**config.mk**
```make
export PLATFORM = sky130hd
export DESIGN_NAME = hamm_rx_deser_flat
export DESIGN_NICKNAME = d
export VERILOG_FILES = /design/src/rtl/hamm_rx_deser_if.sv /design/src/rtl/hamm_rx_deser.sv /design/src/flat_wrapper.sv
export SDC_FILE = /design/constraint.sdc
export NUM_CORES = 1
export LEC_CHECK = 0
export BUFFER_PORTS_ARGS = -buffer_cell sky130_fd_sc_hd__buf_2
export CAP_MARGIN = 20
export CORE_UTILIZATION = 49
export CTS_CLUSTER_SIZE = 28
export DETAILED_ROUTE_END_ITERATION = 7
export PLACE_DENSITY = 0.8
export SLEW_MARGIN = 25
export SYNTH_ARGS = -nofsm -noshare
export SYNTH_HDL_FRONTEND = slang
export SYNTH_SLANG_ARGS = --single-unit
export TNS_END_PERCENT = 100
```
**constraint.sdc**
```tcl
create_clock -name clk -period 1.5 [get_ports clk]
set_input_delay 0 -clock clk [delete_from_list [all_inputs] [get_ports clk]]
set_output_delay 0 -clock clk [all_outputs]
set_load 0.05 [all_outputs]
```
**src/rtl/hamm_rx_deser_if.sv**
```systemverilog
// Serial-in / codeword-out bus for the Hamming(7,4) receive deserializer.
// The master side drives serial bits and ready; the slave (deserializer) returns codewords.
interface hamm_rx_deser_if;
    logic       bit_in;
    logic       bit_valid;
    logic       bit_sync;
    logic       hamm_ready;
    logic [0:6] d_hamm;
    logic       hamm_valid;

    modport master (
        output bit_in,
        output bit_valid,
        output bit_sync,
        output hamm_ready,
        input  d_hamm,
        input  hamm_valid
    );

    modport slave (
        input  bit_in,
        input  bit_valid,
        input  bit_sync,
        input  hamm_ready,
        output d_hamm,
        output hamm_valid
    );
endinterface

```
**src/rtl/hamm_rx_deser.sv**
```systemverilog
// Collects framed serial bits into 7-bit Hamming codewords with a valid/ready output,
// flagging framing faults (resync, timeout, orphan bit) and overruns.
module hamm_rx_deser #(
    parameter int unsigned CNT_W   = 8,
    parameter int unsigned TIMEOUT = 16
) (
    input  logic                 clk,
    input  logic                 rst_n,
    hamm_rx_deser_if.slave       bus,
    input  logic                 clr_flags,
    output logic                 sync_err,
    output logic                 overrun,
    output logic [CNT_W-1:0]     frame_cnt
);

    localparam int unsigned BIT_W = 3;
    localparam int unsigned TO_W  = (TIMEOUT > 1) ? $clog2(TIMEOUT) : 1;
    localparam logic [BIT_W-1:0] LAST_IDX = BIT_W'(6);

    typedef enum logic [0:0] {
        IDLE  = 1'b0,
        SHIFT = 1'b1
    } state_t;

    state_t            state, state_nxt;
    logic [BIT_W-1:0]  cnt, cnt_nxt;
    logic [0:6]        shreg, shreg_nxt;
    logic [TO_W-1:0]   to_cnt, to_nxt;
    logic [0:6]        d_hamm, d_hamm_nxt;
    logic              hamm_valid, hamm_valid_nxt;
    logic              sync_err_nxt, overrun_nxt;
    logic [CNT_W-1:0]  frame_cnt_nxt;
    logic              complete, load, set_sync;

    assign bus.d_hamm     = d_hamm;
    assign bus.hamm_valid = hamm_valid;

    // State and datapath registers
    always_ff @(posedge clk or negedge rst_n) begin
        if (!rst_n) begin
            state      <= IDLE;
            cnt        <= '0;
            shreg      <= '0;
            to_cnt     <= '0;
            d_hamm     <= '0;
            hamm_valid <= 1'b0;
            sync_err   <= 1'b0;
            overrun    <= 1'b0;
            frame_cnt  <= '0;
        end else begin
            state      <= state_nxt;
            cnt        <= cnt_nxt;
            shreg      <= shreg_nxt;
            to_cnt     <= to_nxt;
            d_hamm     <= d_hamm_nxt;
            hamm_valid <= hamm_valid_nxt;
            sync_err   <= sync_err_nxt;
            overrun    <= overrun_nxt;
            frame_cnt  <= frame_cnt_nxt;
        end
    end

    // Framing FSM, output register load and flag update
    always_comb begin
        state_nxt = state;
        cnt_nxt   = cnt;
        shreg_nxt = shreg;
        to_nxt    = to_cnt;
        complete  = 1'b0;
        set_sync  = 1'b0;

        case (state)
            IDLE: begin
                to_nxt = '0;
                if (bus.bit_valid) begin
                    if (bus.bit_sync) begin
                        shreg_nxt    = '0;
                        shreg_nxt[0] = bus.bit_in;
                        cnt_nxt      = BIT_W'(1);
                        state_nxt    = SHIFT;
                    end else begin
                        set_sync = 1'b1;
                    end
                end
            end
            SHIFT: begin
                if (bus.bit_valid) begin
                    to_nxt = '0;
                    if (bus.bit_sync) begin
                        // Resync: restart the frame on this bit without losing a cycle
                        set_sync     = 1'b1;
                        shreg_nxt    = '0;
                        shreg_nxt[0] = bus.bit_in;
                        cnt_nxt      = BIT_W'(1);
                    end else begin
                        shreg_nxt[cnt] = bus.bit_in;
                        if (cnt == LAST_IDX) begin
                            complete  = 1'b1;
                            cnt_nxt   = '0;
                            state_nxt = IDLE;
                        end else begin
                            cnt_nxt = cnt + BIT_W'(1);
                        end
                    end
                end else if (TIMEOUT != 0) begin
                    if (to_cnt == TO_W'(TIMEOUT - 1)) begin
                        set_sync  = 1'b1;
                        to_nxt    = '0;
                        cnt_nxt   = '0;
                        state_nxt = IDLE;
                    end else begin
                        to_nxt = to_cnt + TO_W'(1);
                    end
                end
            end
            default: begin
                state_nxt = IDLE;
                cnt_nxt   = '0;
                to_nxt    = '0;
            end
        endcase

        // A finished word only fits if the output register is empty or draining now
        load = complete && (!hamm_valid || bus.hamm_ready);

        d_hamm_nxt     = load ? shreg_nxt : d_hamm;
        frame_cnt_nxt  = load ? frame_cnt + CNT_W'(1) : frame_cnt;
        if (load)
            hamm_valid_nxt = 1'b1;
        else if (hamm_valid && bus.hamm_ready)
            hamm_valid_nxt = 1'b0;
        else
            hamm_valid_nxt = hamm_valid;

        sync_err_nxt = (sync_err && !clr_flags) || set_sync;
        overrun_nxt  = (overrun && !clr_flags) || (complete && !load);
    end

endmodule

```
**src/flat_wrapper.sv**
```systemverilog
// flat-port wrapper written by rule: the top's interface ports become plain ports
module hamm_rx_deser_flat 
#(
    parameter int unsigned CNT_W   = 8,
    parameter int unsigned TIMEOUT = 16
)
  (clk, rst_n, clr_flags, sync_err, overrun, frame_cnt, bus_bit_in, bus_bit_valid, bus_bit_sync, bus_hamm_ready, bus_d_hamm, bus_hamm_valid);
  hamm_rx_deser_if bus_i ();
  input  logic clk;
  input  logic rst_n;
  input  logic clr_flags;
  output logic sync_err;
  output logic overrun;
  output logic [CNT_W-1:0] frame_cnt;
  input wire logic [$bits(bus_i.bit_in)-1:0] bus_bit_in;
  input wire logic [$bits(bus_i.bit_valid)-1:0] bus_bit_valid;
  input wire logic [$bits(bus_i.bit_sync)-1:0] bus_bit_sync;
  input wire logic [$bits(bus_i.hamm_ready)-1:0] bus_hamm_ready;
  output wire logic [$bits(bus_i.d_hamm)-1:0] bus_d_hamm;
  output wire logic [$bits(bus_i.hamm_valid)-1:0] bus_hamm_valid;
  assign bus_i.bit_in = bus_bit_in;
  assign bus_i.bit_valid = bus_bit_valid;
  assign bus_i.bit_sync = bus_bit_sync;
  assign bus_i.hamm_ready = bus_hamm_ready;
  assign bus_d_hamm = bus_i.d_hamm;
  assign bus_hamm_valid = bus_i.hamm_valid;
  hamm_rx_deser #(.CNT_W(CNT_W), .TIMEOUT(TIMEOUT)) u_core (.clk(clk), .rst_n(rst_n), .bus(bus_i), .clr_flags(clr_flags), .sync_err(sync_err), .overrun(overrun), .frame_cnt(frame_cnt));
endmodule
```
==> qor.yml, run 1 <==
clock_tree:
  h-tree-depth: 2
  cts_max_path_buffers: 2
  clock_latency_ns: 0.35
  cts_sinks: 32
  clock-root-buffer: "clkbuf_4"
  clkTransAtPathRegs_ns: 0.11
  cts_tree: "built"
  numCtsBuffers: 5
grt:
  grt_pass1_wl_mm: 5.06
  antenna_found_initial: 0
  grt_max_degree: 33
  globalRouteMet2Util_pct: 33.3
  grt_use_total_pct: 20.7
  grt_overflow_total: 0
  met3_usage_pct: 5.53
  met1_usage_pct: 26.8
  top_usage_layer: "met2"
  grt_pass1_vias: 1132
synthesis:
  syn_inst: 139
  post_synth.cell_area_avg_sq_um: 10.6
  synthArstFlopShare_pct: 100
  synth-edff-count: 0
  synth_seq_cells: 32
  syn_area_sq_um: 1470
  yosysWarnings: 0
  syn-num-nets: 148
  ys_types: 33
  yosysMostFrequentCell: "dfrtp_1"
  yosys-top-cells-count: "32 x dfrtp_1, 14 x nand2_1, 11 x o21ai_0, 10 x a21oi_1"
  synth_area_leader_cell: "dfrtp_1"
  synth_ff_type: "dfrtp_1"
  netlist.area_leader.share_pct: 54.5
  ys_top_cells_by_area: "dfrtp_1 55%, xnor2_1 4.8%, o21ai_0 3.7%"
  yosysSeqAreaShare_pct: 54.5
pwr:
  p_total_mw: 2.23
  switching_power_mw: 0.752
  p_int_mw: 1.48
  p_leak_nw: 0.878
  p_clk_share_pct: 29.5
  pwr_density_cell_nw_per_um2: 1240
  swShare_pct: 33.7
  irDropWorstVdd_v: 0.000751
  pwr-share-comb_pct: 24.6
  seq_power_share_pct: 46.0
hold_path:
  hold_path.class: "in -> reg"
finish:
  antenna_cells: 0
  area_growth_pct: 22.7
  drive_gt1_share_pct: 29.4
  fin_util_pct: 64.3
  nNetsFinal: 185
placed_design:
  io_buffer_count: 24
  gp_congestion: 0.888
  place_ws_ns: 0.00597
  post-dp-hpwl_mm: 2.09
sta:
  timing.final.ws_setup_ns: 0.0332
  final-setup-viol-count: 0
  hold_violations: 0
  fin_crit_sh_pct: 97.8
  min_period_ns: 1.47
  finClkSkew_ns: 0.0123
  rsz0062_at_grt: "yes"
  relSlewSlack_pct: 53.8
  fmax_mhz: 682
  worst_pin_slew_ns: 0.693
  drv_slew: 0
die:
  start_util_pct: 52.4
  ios: 25
  fp-row-count: 19
  core_area_sq_um: 2810
  die_x_um: 56.8
  die_area_sq_um: 3220
  die_h_um: 56.8
worst_setup_path:
  cp_max_fo: 11
  required_ns: 1.75
  worstReg2RegStart: "u_core.cnt[1]"
  critPathKind: "reg -> reg"
  startpoint_type: "flip-flop"
  r2r-end: "u_core.bus.d_hamm[6]"
  r2r_setup_slack_ns: 0.03
  reg2reg_depth: 4
  crit_start: "u_core.cnt[1]"
  cp-end-kind: "flip-flop"
  arrival_ns: 1.71
  crit_end: "u_core.bus.d_hamm[6]"
detailed_routing:
  num_vias: 1151
  drtIter0Drc: 39
  dr.pass1.iters: 6
  drc_errors: 2
  routed_via_density: 5.53
  post_drt_wl_per_cell_um: 14.1
  antenna_left: 0
  routed_wl_mm: 2.93
status:
  status: "finished with violations"
  violations: "design-rule violations"
flow_run:
  maxCapViolations: 0
[cells in the final DEF, fill, tap and decap left out]
| cell | n |
|---|---|
| mux2_2 | 4 |
| buf_4 | 7 |
| clkinv_2 | 1 |
| o21ai_0 | 11 |
| nor3b_1 | 1 |
| buf_6 | 2 |
| bufinv_16 | 1 |
| dlygate4sd3_1 | 5 |
| nand4b_4 | 1 |
| nand2b_1 | 1 |
| clkbuf_4 | 5 |
| o311ai_2 | 1 |
| and2b_1 | 1 |
| nor4b_4 | 1 |
| nor2b_2 | 1 |
| nand3_1 | 7 |
| and3_1 | 4 |
| dfrtp_2 | 3 |
| o2bb2ai_1 | 1 |
| nand4_1 | 5 |
| nor2b_1 | 2 |
| o211ai_1 | 4 |
| ha_1 | 2 |
| or2_2 | 1 |
| xor2_1 | 1 |
| o31ai_1 | 1 |
| clkbuf_1 | 1 |
| dfrtp_1 | 29 |
| nor3_1 | 1 |
| nand2_1 | 14 |
| or3_1 | 1 |
| xnor2_1 | 8 |
| buf_2 | 24 |
| nand4b_1 | 1 |
| nor2_1 | 8 |
| a31oi_1 | 1 |
| a221o_1 | 1 |
| a21oi_1 | 10 |
| inv_1 | 4 |
[worst min path at each step]
stage,slack (ns),endpoint,from,depth (start not counted)
final,0.08,u_core.cnt[0],bus_bit_sync,3
after global routing,0.10,u_core.cnt[0],bus_bit_sync,3
after CTS,0.07,u_core.cnt[0],bus_bit_sync,3
after detailed placement,0.09,u_core.sync_err,rst_n,1
after global placement,0.08,u_core.sync_err,rst_n,1
after floorplan,-0.30,u_core.bus.d_hamm[0],rst_n,0
[flip-flops by register name (all words and copies together) (netlist names)]
signal                 count
u_core.cnt                 3
u_core.state               1
u_core.bus.d_hamm          7
u_core.frame_cnt           8
u_core.to_cnt              4
u_core.sync_err            1
u_core.bus.hamm_valid      1
u_core.overrun             1
u_core.shreg               6
[metal layers]
| metal | up-vias | share of wire (%) |
|---|---|---|
| met5 | - | 0 |
| met4 | 0 | 1.3 |
| met3 | 5 | 4.5 |
| met2 | 25 | 47 |
| met1 | 556 | 47 |
| li1 | 565 | - |
[cells by family (layout without fill, tap and decap cells)]
group,after synthesis,in the layout,share of synthesized area [%]
xor gates and xnor gates,9,9,5.37
buffers and inverters,12,50,3.75
adders and majority gates,2,2,1.70
and+or+nand+nor,50,50,19.6
muxes,4,4,3.07
AOI/OAI and AO/OA,30,30,12.0
DFF,32,32,54.5
[cell type report]
type	instances	area [sq um]
clock buffer	6	41.3
clock inverter	2	35.0
fill	221	1000
inverter	4	15.0
multi-input combinational	95	623
sequential	32	805
tap	31	38.8
timing repair buffer	38	245
[power groups by stage]
| stage | logic, mW | clock network (mW) | registers, mW |
|---|---|---|---|
| global route | 0.596 | 0.703 | 1.04 |
| detailed placement | 0.532 | 0 | 1.04 |
| global placement | 0.525 | 0 | 1.04 |
| CTS | 0.544 | 0.665 | 1.03 |
| finish | 0.548 | 0.657 | 1.03 |
| floorplan | 0.196 | 0 | 1.23 |
[stage by stage]
| stage | hold slack [ns] | setup TNS (ns) | instances | instance area [sq um] |
|---|---|---|---|---|
| finish | 0.0791 | 0 | 208 | 1800 |
| global placement | 0.0751 | 0 | 195 | 1660 |
| CTS | 0.0710 | 0 | 208 | 1790 |
| detailed placement | 0.0860 | 0 | 195 | 1660 |
| floorplan | -0.296 | -0.103 | 139 | 1480 |
| global route | 0.104 | -0.0246 | 208 | 1800 |
[what timing repair did]
action                                  in CTS  in global routing
hold buffers                                 5                  0
gates cloned                                 0                  0
gates resized for setup                      3                  4
setup buffers                                0                  0
hold endpoints to repair                    37                  0
endpoints found under the setup margin       4                 11
[critical path: stages, from the launching register on]
cell and delay, ns:
dfrtp_1 0.45, nand4b_4 0.14, nor4b_4 0.24, buf_6 0.19
mux2_2 0.34
(Power assumes the default switching activity.)
==> run 2, diff against run 1 <==
Settings changed: CAP_MARGIN 20 to 10, CELL_PAD_IN_SITES_DETAIL_PLACEMENT from default to 1, CELL_PAD_IN_SITES_GLOBAL_PLACEMENT from default to 2, CORE_UTILIZATION 49 to 26, PLACE_DENSITY 0.8 to 0.69.
==> run 2 against run 1 <==
Effect of this change:
- the flow now finishes without violations
- design area increased by 5.6%
- cell count is 21% higher
- first-iteration DRC count decreased by 21%
- count of clock-buffer cells in the layout did not move
- critical path depth stayed put
- power is 8.7% higher
- critical path type unchanged
==> qor.yml, run 2 (same netlist as run 1, synthesis figures left out) <==
detailed_routing:
  routed_via_density: 4.71  # -15%
  dr.pass1.iters: 4  # -2
  drc_errors: 0  # -2
  post_drt_wl_per_cell_um: 14.8  # +5.0%
  routed_wl_mm: 3.73  # +27%
  num_vias: 1186  # +3.0%
  antenna_left: 0  # unchanged
  drtIter0Drc: 31  # -21%
die:
  die_x_um: 77.2  # +36%
  start_util_pct: 26.8  # -26 points
  die_h_um: 77.2  # +36%
  die_area_sq_um: 5950  # +85%
  ios: 25  # unchanged
  core_area_sq_um: 5470  # +95%
  fp-row-count: 27  # +8
hold_path:
  holdPathStages: 3  # unchanged
  hold_path.class: "in -> reg"
worst_setup_path:
  required_ns: 1.67  # -0.08 ns
  cp_max_fo: 9  # -2
  arrival_ns: 1.61  # -0.10 ns
  critPathKind: "reg -> reg"
  cp-end-kind: "flip-flop"
  reg2reg_depth: 4  # unchanged
  startpoint_type: "flip-flop"
clock_tree:
  clock_latency_ns: 0.29  # -0.06 ns
  clock-root-buffer: "clkbuf_8"
  cts_max_path_buffers: 2  # unchanged
  cts_sinks: 32  # unchanged
  numCtsBuffers: 5  # unchanged
  clkTransAtPathRegs_ns: 0.07  # -0.04 ns
  h-tree-depth: 2  # unchanged
  cts_tree: "built"
pwr:
  pwr_density_cell_nw_per_um2: 1270  # +2.9%
  irDropWorstVdd_v: 0.000356  # -53%
  p_leak_nw: 0.908  # +3.4%
sta:
  fmax_mhz: 692  # +1.5%
  drv_slew: 0  # unchanged
  timing.final.ws_setup_ns: 0.0553  # +0.0221 ns
  worst_pin_slew_ns: 0.441  # -0.253 ns
  relSlewSlack_pct: 70.6  # +17 points
  fin_crit_sh_pct: 96.3  # -1.5 points
  min_period_ns: 1.44  # -0.0221 ns
  final-setup-viol-count: 0  # unchanged
  hold_violations: 0  # unchanged
  fin_setup_tns_ns: 0  # unchanged
  finClkSkew_ns: 0.00517  # -0.00715 ns
placed_design:
  io_buffer_count: 24  # unchanged
  dpl.cell_count: 240  # +23%
  dpl_cell_area_sq_um: 1740  # +4.9%
  post-dp-hpwl_mm: 2.81  # +35%
  gp_congestion: 0.713  # -20%
  place_ws_ns: -0.0208  # -0.0268 ns
finish:
  design_area_sq_um: 1900  # +5.6%
  drive_gt1_share_pct: 32.2  # +2.8 points
  nNetsFinal: 188  # +1.6%
  largest_reg_flops: 8  # unchanged
  regMostFlops: "u_core.frame_cnt"
  final_common_cell: "dfrtp_1"
  fin_util_pct: 34.8  # -29 points
  fillerInstances: 636  # +190%
  layout_common_cells: "28 x dfrtp_1, 24 x buf_2, 14 x nand2_1"
  reg.largest.list: "u_core.frame_cnt x8, u_core.bus.d_hamm x7, u_core.shreg x6"
  final_cells: 252  # +21%
  area_growth_pct: 29.6
  antenna_cells: 0  # unchanged
grt:
  grt_pass1_wl_mm: 6.34  # +25%
  grt_overflow_total: 0  # unchanged
  antenna_found_initial: 0  # unchanged
  grt_pass1_vias: 1320  # +17%
  grt_use_total_pct: 13.6  # -7.0 points
  grt_max_degree: 20  # -39%
flow_run:
  maxCapViolations: 0  # unchanged
status:
  status: "finished, final reports clean"
[run 2: changes by cell type in the layout (fill, tap and decap cells not counted)]
cell,previous run,this run
buf_4,7,12
clkbuf_4,5,0
clkbuf_8,0,5
dlygate4sd3_1,5,3
dfrtp_1,29,28
dfrtp_2,3,4
[run 2: worst paths after layout]
| path | to | from | slack (ns) |
|---|---|---|---|
| worst min register to register | u_core.frame_cnt[6] | u_core.frame_cnt[6] | 0.50 |
| max in group asynchronous | u_core.bus.d_hamm[3] | rst_n | 0.81 |
| worst max-delay path | u_core.bus.d_hamm[0] | u_core.cnt[0] | 0.06 |
| worst max register to register | u_core.bus.d_hamm[0] | u_core.cnt[0] | 0.06 |
| min in group asynchronous | u_core.frame_cnt[3] | rst_n | 0.19 |
| worst min-delay path | u_core.bus.hamm_valid | bus_hamm_ready | 0.01 |
[run 2: layer usage]
layer | track usage (%) | wire, um | vias to the layer above
li1 | - | - | 566
met3 | 3.81 | 134 | 4
met2 | 24.9 | 2000 | 21
met1 | 15.3 | 1550 | 595
met4 | 3.96 | 42 | 0
met5 | 0 | 0 | -
[run 2: stage by stage]
stage / hold slack (ns) / power [mW]
floorplan: -0.296 / 1.43
global placement: -0.0439 / 1.58
detailed placement: -0.0275 / 1.61
CTS: 0.0141 / 2.44
global route: 0.0318 / 2.54
finish: 0.0130 / 2.42
[run 2: critical path, cell delays in order, from the launching register on]
cell,delay [ns]
dfrtp_1,0.38
nand4b_4,0.19
nor4b_4,0.24
buf_6,0.17
mux2_2,0.35
[run 2: layout make-up]
cell class	count	area, sq um	area share, %
flip-flops and latches	32	806	42.3
multi-input cells	95	623	32.7
repair buffers	41	263	13.8
well taps	72	90.1	4.73
clock buffers	6	72.6	3.81
clock inverters	2	35.0	1.84
inverters	4	15.0	0.788
[run 2: power breakdown]
part	internal, mW	total, mW	leakage [nW]	switching (mW)
combinational	0.178	0.571	0.434	0.393
sequential	0.960	1.03	0.419	0.0729
clock	0.493	0.820	0.0552	0.327
[run 2: what timing repair did]
item | in CTS | in global routing
setup endpoints to repair | 4 | 14
setup buffers | 0 | 1
gates resized for setup | 3 | 5
hold buffers | 3 | 0
hold endpoints to repair | 19 | 0
==> run 3, diff against run 2 <==
Settings changed: ABC_AREA from default to 1, PLACE_DENSITY 0.69 to 0.73.
==> run 3 against run 2 <==
Effect of this change:
- first-iteration DRC count grew 90%
- clock power shrank 21%
- sequential power is essentially flat
- sequential share of layout area is essentially flat
- sequential cell count grew 1
- global-route usage shrank 0.21 points
- synthesized area grew 11%
- critical path type unchanged
- largest cell class unchanged
- largest power group unchanged
==> qor.yml, run 3 <==
finish:
  layout_common_cells: "72 x nand2_1, 33 x dfrtp_1, 24 x inv_1, 24 x buf_2, 17 x nand3_1"
  final_common_cell: "nand2_1"
  drive_gt1_share_pct: 19.0  # -13 points
  fin_util_pct: 32.6  # -2.2 points
  area_growth_pct: 19.6
  regMostFlops: "u_core.frame_cnt"
  antenna_cells: 0  # unchanged
  fillerInstances: 746  # +17%
  nNetsFinal: 245  # +30%
  reg.largest.list: "u_core.frame_cnt x8, u_core.bus.d_hamm x7, u_core.shreg x7"
  largest_reg_flops: 8  # unchanged
grt:
  grt_pass1_wl_mm: 6.54  # +3.2%
  grt_pass1_vias: 1417  # +7.3%
  antenna_found_initial: 0  # unchanged
  grt_max_degree: 34  # +70%
  grt_overflow_total: 0  # unchanged
  grt_use_total_pct: 13.4  # -0.21 points
detailed_routing:
  antenna_left: 0  # unchanged
  post_drt_wl_per_cell_um: 12.0  # -19%
  routed_via_density: 4.44  # -5.7%
  drc_errors: 0  # unchanged
  dr.pass1.iters: 4  # unchanged
  routed_wl_mm: 3.76  # +0.70%
  num_vias: 1384  # +17%
  drtIter0Drc: 59  # +90%
worst_setup_path:
  r2r_setup_slack_ns: 0.18  # +0.13 ns
  cp_max_fo: 16  # +7
  arrival_ns: 1.50  # -0.11 ns
  startpoint_type: "flip-flop"
  r2r-end: "u_core.frame_cnt[5]"
  required_ns: 1.68  # about the same
  crit_end: "u_core.frame_cnt[5]"
  worstReg2RegStart: "u_core.cnt[2]"
  reg2reg_depth: 7  # +3
  crit_start: "u_core.cnt[2]"
  cp-end-kind: "flip-flop"
  critPathKind: "reg -> reg"
hold_path:
  hold_path.class: "in -> reg"
synthesis:
  ys_types: 24  # -27%
  synth_area_leader_cell: "dfrtp_1"
  yosysWarnings: 0  # unchanged
  syn_area_sq_um: 1630  # +11%
  netlist.area_leader.share_pct: 50.6  # -3.9 points
  synthMuxAreaShare_pct: 0  # -3.1 points
  synth_seq_cells: 33  # +3.1%
  yosysSeqAreaShare_pct: 50.6  # -3.9 points
  synth-edff-count: 0  # unchanged
  yosysMostFrequentCell: "nand2_1"
  synth-simple-area-share_pct: 30.2  # +11 points
  synth_top_family_by_area: "simple AND/OR/NAND/NOR gates"
  synthArstFlopShare_pct: 100  # unchanged
  syn_inst: 204  # +47%
  synth_ff_type: "dfrtp_1"
  yosys-top-cells-count: "72 x nand2_1, 33 x dfrtp_1, 24 x inv_1, 17 x nand3_1, 14 x o21ai_0"
  synth-xor-area-share_pct: 2.68  # -2.7 points
  syn-num-nets: 213  # +44%
  synth_compound_area_share_pct: 6.37  # -5.6 points
  synthAdderAreaFrac_pct: 1.53  # -0.17 points
  post_synth.cell_area_avg_sq_um: 8.00  # -24%
  ys_top_cells_by_area: "dfrtp_1 51%, nand2_1 17%, inv_1 5.5%"
clock_tree:
  numCtsBuffers: 5  # unchanged
  h-tree-depth: 2  # unchanged
  cts_max_path_buffers: 2  # unchanged
  clock_latency_ns: 0.28  # about the same
  cts_sinks: 33  # +3.1%
  clkTransAtPathRegs_ns: 0.07  # about the same
  holdBufCountCts: 2  # -1
  clock-root-buffer: "clkbuf_8"
  cts_resized: 0  # -3
  cts_tree: "built"
  postCtsSetupBuffers: 0  # unchanged
pwr:
  p_leak_nw: 1.07  # +18%
  irDropWorstVdd_v: 0.000316  # -11%
  pwr_density_cell_nw_per_um2: 1050  # -18%
placed_design:
  gp_congestion: 0.706  # -0.95%
  post-dp-hpwl_mm: 2.79  # -0.85%
  io_buffer_count: 24  # unchanged
status:
  status: "finished, final reports clean"
flow_run:
  maxCapViolations: 0  # unchanged
sta:
  final-setup-viol-count: 0  # unchanged
  hold_violations: 0  # unchanged
  fmax_mhz: 759  # +9.7%
  relSlewSlack_pct: 78.8  # +8.2 points
  fin_crit_sh_pct: 87.8  # -8.5 points
  min_period_ns: 1.32  # -0.128 ns
  worst_pin_slew_ns: 0.317  # -0.123 ns
  finClkSkew_ns: 0.00487  # -0.000302 ns
  fin_setup_tns_ns: 0  # unchanged
  rsz0062_at_grt: "no"
  drv_slew: 0  # unchanged
die:
  fp-row-count: 28  # +3.7%
  ios: 25  # unchanged
  die_x_um: 81.2  # +5.2%
  start_util_pct: 27.2  # +0.39 points
  die_area_sq_um: 6600  # +11%
  core_area_sq_um: 5990  # +9.5%
  die_h_um: 81.2  # +5.2%
[run 3: changes by cell type after synthesis, moves of 6 or more]
cell     change
xnor2_1      -6
nand3_1     +10
nand2_1     +58
inv_1       +20
a21oi_1      -7
[run 3: stage by stage]
step	area (sq um)	hold slack (ns)	cells	setup slack [ns]	power [mW]
floorplan	1630	-0.296	204	0.0863	1.29
global placement	1850	-0.0249	302	0.154	1.41
detailed placement	1850	-0.0225	302	0.171	1.42
CTS	1950	0.0175	312	0.163	2.10
global route	1950	0.0352	312	0.0481	2.18
finish	1950	0.0300	312	0.183	2.04
[run 3: worst min path at each step]
stage | end | cells after the start | startpoint
finish | u_core.shreg[3] | 3 | bus_bit_in
global route | u_core.shreg[3] | 3 | bus_bit_in
floorplan | u_core.bus.d_hamm[0] | 0 | rst_n
CTS | u_core.shreg[3] | 3 | bus_bit_in
global placement | u_core.to_cnt[0] | 2 | rst_n
detailed placement | u_core.cnt[2] | 2 | rst_n
[run 3: layer usage]
metal  global-route usage [%]  vias to the layer above  wire, um
met5                        0                        -         0
met4                     6.43                        0        64
met3                     4.04                        4       118
met2                     20.1                       18      1670
li1                         -                      699         -
met1                     17.6                      663      1910
[run 3: worst max-delay path, cell delays in order (launching register included)]
cell	delay, ns
dfrtp_1	0.49
nand3_2	0.16
inv_2	0.11
nand3_4	0.11
inv_4	0.17
nand2_1	0.07
nand2_1	0.06
nand2_1	0.04
[run 3: report_power, final]
group	total (mW)	switching, mW	leakage (nW)	internal [mW]
combinational	0.378	0.271	0.596	0.108
sequential	1.02	0.0605	0.433	0.956
clock	0.645	0.323	0.0450	0.321
[run 3: final cells by class]
| cell class | count | area [sq um] | share of cell area (%) |
|---|---|---|---|
| flip-flops and latches | 33 | 826 | 42.3 |
| multi-input cells | 139 | 666 | 34.1 |
| repair buffers | 29 | 175 | 8.98 |
| inverters | 28 | 108 | 5.52 |
| well taps | 75 | 93.8 | 4.81 |
| clock buffers | 6 | 72.6 | 3.72 |
| clock inverters | 2 | 10.0 | 0.513 |
[run 3: cells by family (layout without fill, tap and decap cells)]
| logic type | Yosys count | in the layout |
|---|---|---|
| compound gates | 20 | 20 |
| simple gates | 112 | 112 |
| buf+inv | 32 | 65 |
| fa+ha+maj | 2 | 2 |
| flops | 33 | 33 |
| xor+xnor | 5 | 5 |
